## src/rtl/pc_fetch_if.sv

```systemverilog
// Fetch-side bus bundle: execute redirect, decode hand-off and the
// instruction-memory request/grant/response channel.
interface pc_fetch_if #(
  parameter int XLEN = 32
);
  // execute / decode side
  logic            stall;
  logic            redirect_valid;
  logic [XLEN-1:0] redirect_target;
  logic            pc_sel;
  logic [XLEN-1:0] pc;
  logic            instr_valid;
  logic [31:0]     instr;
  logic [XLEN-1:0] instr_pc;
  // instruction memory side
  logic            imem_req;
  logic [XLEN-1:0] imem_addr;
  logic            imem_gnt;
  logic            imem_rvalid;
  logic [31:0]     imem_rdata;

  // Fetch controller view
  modport master (
    input  stall, redirect_valid, redirect_target,
    input  imem_gnt, imem_rvalid, imem_rdata,
    output pc_sel, pc, instr_valid, instr, instr_pc,
    output imem_req, imem_addr
  );

  // Environment view (core pipeline + instruction memory)
  modport slave (
    output stall, redirect_valid, redirect_target,
    output imem_gnt, imem_rvalid, imem_rdata,
    input  pc_sel, pc, instr_valid, instr, instr_pc,
    input  imem_req, imem_addr
  );
endinterface

```

## src/rtl/pc_fetch_ctrl.sv

```systemverilog
// Fetch sequencer: owns the PC, picks PC+4 or the execute-stage target,
// runs a single-outstanding imem handshake and holds the fetched word
// for decode until it is consumed or flushed by a redirect.
module pc_fetch_ctrl #(
  parameter int              XLEN         = 32,
  parameter logic [XLEN-1:0] RESET_VECTOR = '0
) (
  input  logic        clk,
  input  logic        rst_n,
  pc_fetch_if.master  bus
);

  typedef enum logic [1:0] {
    ST_BOOT = 2'd0,
    ST_REQ  = 2'd1,
    ST_WAIT = 2'd2,
    ST_HOLD = 2'd3
  } state_t;

  state_t          state_reg, state_next;
  logic            discard_reg, discard_next;
  logic [XLEN-1:0] pc_reg, pc_next;
  logic            instr_valid_reg, instr_valid_next;
  logic [31:0]     instr_reg, instr_next;
  logic [XLEN-1:0] instr_pc_reg, instr_pc_next;

  logic            redirect;
  logic            rsp_in_wait;
  logic            accept;
  logic [XLEN-1:0] target_aligned;
  logic [XLEN-1:0] pc_plus4;

  assign redirect       = bus.redirect_valid;
  assign target_aligned = {bus.redirect_target[XLEN-1:2], 2'b00};
  assign pc_plus4       = pc_reg + XLEN'(4);
  // A response only counts while waiting; a live (non-discarded) one
  // becomes the decode instruction unless a redirect flushes it.
  assign rsp_in_wait    = (state_reg == ST_WAIT) && bus.imem_rvalid;
  assign accept         = rsp_in_wait && !discard_reg && !redirect;

  // State and datapath registers, cleared asynchronously.
  always_ff @(posedge clk or negedge rst_n) begin
    if (!rst_n) begin
      state_reg       <= ST_BOOT;
      discard_reg     <= 1'b0;
      pc_reg          <= RESET_VECTOR;
      instr_valid_reg <= 1'b0;
      instr_reg       <= '0;
      instr_pc_reg    <= '0;
    end else begin
      state_reg       <= state_next;
      discard_reg     <= discard_next;
      pc_reg          <= pc_next;
      instr_valid_reg <= instr_valid_next;
      instr_reg       <= instr_next;
      instr_pc_reg    <= instr_pc_next;
    end
  end

  // Next-state logic including the in-flight discard flag.
  always_comb begin
    state_next   = state_reg;
    discard_next = discard_reg;
    unique case (state_reg)
      ST_BOOT: state_next = ST_REQ;
      ST_REQ: begin
        if (bus.imem_gnt) begin
          state_next   = ST_WAIT;
          // The granted request already carries the old address.
          discard_next = redirect;
        end
      end
      ST_WAIT: begin
        if (bus.imem_rvalid) begin
          discard_next = 1'b0;
          state_next   = (redirect || discard_reg) ? ST_REQ : ST_HOLD;
        end else if (redirect) begin
          discard_next = 1'b1;
        end
      end
      ST_HOLD: begin
        if (redirect || !bus.stall) state_next = ST_REQ;
      end
      default: state_next = ST_BOOT;
    endcase
  end

  // PC and decode-register updates; a redirect beats everything else.
  always_comb begin
    pc_next          = pc_reg;
    instr_valid_next = instr_valid_reg;
    instr_next       = instr_reg;
    instr_pc_next    = instr_pc_reg;
    if (redirect) begin
      pc_next          = target_aligned;
      instr_valid_next = 1'b0;
    end else if (accept) begin
      pc_next          = pc_plus4;
      instr_valid_next = 1'b1;
      instr_next       = bus.imem_rdata;
      instr_pc_next    = pc_reg;
    end else if (state_reg == ST_HOLD && !bus.stall) begin
      instr_valid_next = 1'b0;
    end
  end

  // Outputs: request strobe from state, address and mux select combinational.
  always_comb begin
    bus.imem_req    = (state_reg == ST_REQ);
    bus.imem_addr   = pc_reg;
    bus.pc_sel      = redirect & rst_n;
    bus.pc          = pc_reg;
    bus.instr_valid = instr_valid_reg;
    bus.instr       = instr_reg;
    bus.instr_pc    = instr_pc_reg;
  end

endmodule

```

## src/flat_wrapper.sv

```systemverilog
// flat-port wrapper written by rule: the top's interface ports become plain ports
module pc_fetch_ctrl_flat 
#(
  parameter int              XLEN         = 32,
  parameter logic [XLEN-1:0] RESET_VECTOR = '0
)
  (clk, rst_n, bus_stall, bus_redirect_valid, bus_redirect_target, bus_imem_gnt, bus_imem_rvalid, bus_imem_rdata, bus_pc_sel, bus_pc, bus_instr_valid, bus_instr, bus_instr_pc, bus_imem_req, bus_imem_addr);
  pc_fetch_if #(.XLEN(XLEN)) bus_i ();
  input  logic clk;
  input  logic rst_n;
  input wire logic [$bits(bus_i.stall)-1:0] bus_stall;
  input wire logic [$bits(bus_i.redirect_valid)-1:0] bus_redirect_valid;
  input wire logic [$bits(bus_i.redirect_target)-1:0] bus_redirect_target;
  input wire logic [$bits(bus_i.imem_gnt)-1:0] bus_imem_gnt;
  input wire logic [$bits(bus_i.imem_rvalid)-1:0] bus_imem_rvalid;
  input wire logic [$bits(bus_i.imem_rdata)-1:0] bus_imem_rdata;
  output wire logic [$bits(bus_i.pc_sel)-1:0] bus_pc_sel;
  output wire logic [$bits(bus_i.pc)-1:0] bus_pc;
  output wire logic [$bits(bus_i.instr_valid)-1:0] bus_instr_valid;
  output wire logic [$bits(bus_i.instr)-1:0] bus_instr;
  output wire logic [$bits(bus_i.instr_pc)-1:0] bus_instr_pc;
  output wire logic [$bits(bus_i.imem_req)-1:0] bus_imem_req;
  output wire logic [$bits(bus_i.imem_addr)-1:0] bus_imem_addr;
  assign bus_i.stall = bus_stall;
  assign bus_i.redirect_valid = bus_redirect_valid;
  assign bus_i.redirect_target = bus_redirect_target;
  assign bus_i.imem_gnt = bus_imem_gnt;
  assign bus_i.imem_rvalid = bus_imem_rvalid;
  assign bus_i.imem_rdata = bus_imem_rdata;
  assign bus_pc_sel = bus_i.pc_sel;
  assign bus_pc = bus_i.pc;
  assign bus_instr_valid = bus_i.instr_valid;
  assign bus_instr = bus_i.instr;
  assign bus_instr_pc = bus_i.instr_pc;
  assign bus_imem_req = bus_i.imem_req;
  assign bus_imem_addr = bus_i.imem_addr;
  pc_fetch_ctrl #(.XLEN(XLEN), .RESET_VECTOR(RESET_VECTOR)) u_core (.clk(clk), .rst_n(rst_n), .bus(bus_i));
endmodule
```

## config.mk

```make
export PLATFORM = sky130hd
export DESIGN_NAME = pc_fetch_ctrl_flat
export DESIGN_NICKNAME = d
export VERILOG_FILES = /design/src/rtl/pc_fetch_if.sv /design/src/rtl/pc_fetch_ctrl.sv /design/src/flat_wrapper.sv
export SDC_FILE = /design/constraint.sdc
export NUM_CORES = 1
export LEC_CHECK = 0
export ABC_CLOCK_PERIOD_IN_PS = 2450
export BUFFER_PORTS_ARGS = -buffer_cell sky130_fd_sc_hd__buf_2
export CAP_MARGIN = 5
export CORE_MARGIN = 5
export CORE_UTILIZATION = 48
export CTS_CLUSTER_SIZE = 25
export DETAILED_ROUTE_END_ITERATION = 12
export MAX_ROUTING_LAYER = met4
export PLACE_DENSITY = 0.8
export SLEW_MARGIN = 30
export SYNTH_ARGS = -nofsm -noshare
export SYNTH_HDL_FRONTEND = slang
export SYNTH_SLANG_ARGS = --single-unit
```

## constraint.sdc

```tcl
create_clock -name clk -period 2.45 [get_ports clk]
set_clock_uncertainty 0.05 [all_clocks]
set_input_delay 0.49 -clock clk [delete_from_list [all_inputs] [get_ports clk]]
set_output_delay 0.49 -clock clk [all_outputs]
set_load 0.02 [all_outputs]
```

==> summary.txt <==
Outcome -> finished, final reports clean
Leak -> 2.86 nW
IO buf count -> 192
Die Height -> 109 um
Max reg flops -> 32
Crit path kind -> reg2reg
CP Max Fanout -> 8
CTS max path bufs -> 2
Largest net degree at the start of global routing -> 97
Initial core utilization -> 48.9%
Share of cells above drive strength 1 -> 49.0%
Yosys reg bits -> 96
Flop-to-flop setup slack -> 0.25 ns
Tightest Pin Transition -> 0.529 ns
DR WL/cell -> 17.0 um
Final WL -> 12.4 mm
Post-synth top area share -> 50.7%
GRT Util Overall -> 20.6%
IO Pins -> 201
Die width -> 109 um
Total die area -> 12000 um2
Placed insts -> 711
Max cap viols -> 0
Peak supply drop -> 0.582 mV
Post CTS Setup Buffer Count -> 0
Main flop type after synthesis -> dfrtp_1
Syn avg cell area -> 11.1 um2
Worst Setup End Kind -> flop
Final Hold Fails -> 0
Synth top cells by count -> dfrtp_1 (96), mux2_2 (59), buf_4 (37), nand2_1 (29), o21ai_0 (23)
# H-tree levels -> 3
Post-DRT Antenna Nets -> 0
Peak Freq -> 455 MHz
Slew margin rel. -> 64.8%
Slew Limit Fails -> 0
Period minus WS final -> 2.20 ns
Area occupied by multi-input gates -> 1980 um2
Most numerous cell in the Yosys netlist -> dfrtp_1
Vias per inst -> 5.39
Critical path launch point type -> flop
Clk sinks -> 96
Top cells by area, synth -> dfrtp_1 (51%), mux2_2 (14%), buf_4 (5.9%)
Cells after Synth -> 427
GPL Wtd Cong -> 0.854
Diodes inserted -> 0
CTS tree -> yes
DR vias -> 3915
Main combinational cell family by area after synthesis -> simple AND/OR/NAND/NOR gates
Mux contribution to synthesized area -> 14.2%
XOR/XNOR Fraction of Synth Area -> 1.85%
Synth Area in Compound Gates -> 7.74%
DP Wirelength -> 9.09 mm
CTS Hold Bufs -> 0
Mapped Area -> 4740 um2
TritonRoute pass-1 iters -> 4
First-pass GRT wire length -> 18.9 mm
Initial DRC Count -> 213
Seq/Total Area, Yosys -> 50.7%
Reg area -> 2400 um2
Final cell count without fillers -> 727
Fin crit share -> 89.8%
CTS Buf Count -> 9
Number of global-route vias before repair -> 3864
Reg clk slew, reported paths -> 0.10 ns
Clk Tree Root Cell -> clkbuf_8
Final setup viols -> 0
Post-route DRC violation count -> 0
Initial antenna violation count -> 0
Post-synth EDFFs -> 0
Ys async rst share -> 100%
Core footprint -> 9680 um2
GRT Residual Overflow -> 0
Hold Path Class -> in2async
Simple-Gate Fraction of Synth Area -> 15.8%
Setup TNS -> 0 ns
Yosys top cell by area -> dfrtp_1
Worst Path Required -> 2.70 ns
Netlist cell types -> 49
P per Cell Area -> 1010 nW/um2
Fillers -> 844
Final Util -> 60.2%
Row count -> 36
RSZ-0062 raised after global routing -> false
Worst skew pair latency -> 0.36 ns
Yosys warns -> 0
Area grow syn2layout -> 23.1%
Post_cts resized -> 0
Final #Nets -> 664
Critical path data arrival time -> 2.45 ns
Synth Area in Adders -> 1.32%
## metal layers
layer | global-route usage [%] | vias to the layer above | wire length, um
met1 | 27.2 | 1926 | 5110
met2 | 32.9 | 157 | 6200
met4 | 5.97 | 0 | 152
li1 | - | 1822 | -
met3 | 3.70 | 10 | 929
met5 | - | - | 0
## report_power, final
group	switching (mW)	leakage [nW]	total (mW)	internal, mW
clock	0.579	0.0887	0.978	0.399
combinational	1.42	1.58	2.40	0.973
sequential	0.369	1.19	2.52	2.15
total	2.37	2.86	5.89	3.52
## cell families after synthesis
| kind of cell | Yosys count |
|---|---|
| compound gates | 59 |
| simple gates | 130 |
| fa+ha+maj | 5 |
| mux | 60 |
| flops | 96 |
| xor+xnor | 10 |
| buf+inv | 66 |
| other cells | 1 |
## worst paths after layout
| path | cells after the start | end | from |
|---|---|---|---|
| hold / removal | 2 | u_core.bus.imem_addr[12] | rst_n |
| min in group clk | 3 | u_core.bus.imem_addr[4] | bus_redirect_target[4] |
| hold reg to reg | 2 | u_core.bus.instr_pc[13] | u_core.bus.instr_pc[13] |
| setup reg to reg | 5 | u_core.bus.imem_addr[30] | u_core.bus.imem_addr[2] |
| setup / recovery | 5 | u_core.bus.imem_addr[30] | u_core.bus.imem_addr[2] |
| max in group asynchronous | 2 | u_core.bus.instr_pc[9] | rst_n |
## placed cells by master, fill, tap and decap left out, drive strengths merged, types with 2 or more instances in the layout
cell type | netlist | routed
buf | 46 | 204
dfrtp | 96 | 96
mux2 | 59 | 59
nand2 | 29 | 29
o21ai | 23 | 23
nor2 | 19 | 19
nand3 | 19 | 19
or4 | 15 | 15
nand4 | 13 | 13
a31oi | 12 | 12
clkbuf | 12 | 10
inv | 8 | 9
o31ai | 8 | 8
and3 | 7 | 7
xnor2 | 6 | 6
conb | 1 | 6
a21oi | 5 | 5
ha | 5 | 5
or3 | 5 | 5
and4 | 4 | 4
nor2b | 4 | 4
o211ai | 4 | 4
xor2 | 4 | 4
and2 | 3 | 3
clkinv | 0 | 3
and4b | 2 | 2
nand2b | 2 | 2
nand3b | 2 | 2
a311o | 2 | 2
clkinvlp | 0 | 2
## stage by stage
| stage | hold WS (ns) | total power [mW] | area (um2) | worst slack, ns |
|---|---|---|---|---|
| finish | 0.164 | 5.89 | 5830 | 0.250 |
| global route | 0.203 | 6.24 | 5830 | 0.109 |
| CTS | 0.204 | 5.96 | 5830 | 0.230 |
| detailed placement | 0.439 | 4.97 | 5650 | 0.272 |
| global placement | 0.420 | 4.86 | 5650 | 0.312 |
| floorplan | 0.144 | 4.08 | 4760 | 0.263 |
## worst max-delay path, stage by stage, from the launching register on
cell and delay (ns):
dfrtp_1 0.51, ha_1 0.26, and4b_1 0.23, nand4_1 0.28, or4b_2 0.70, nand3_1 0.11
## area by class of cell
class / instances / area share, %
tap: 133 / 2.85
multi-input combinational: 270 / 33.9
sequential: 96 / 41.2
clock buffer: 10 / 2.36
clock inverter: 6 / 0.729
timing repair buffer: 204 / 18.5
inverter: 8 / 0.515
No activity file was read; power rests on OpenSTA's default activity.
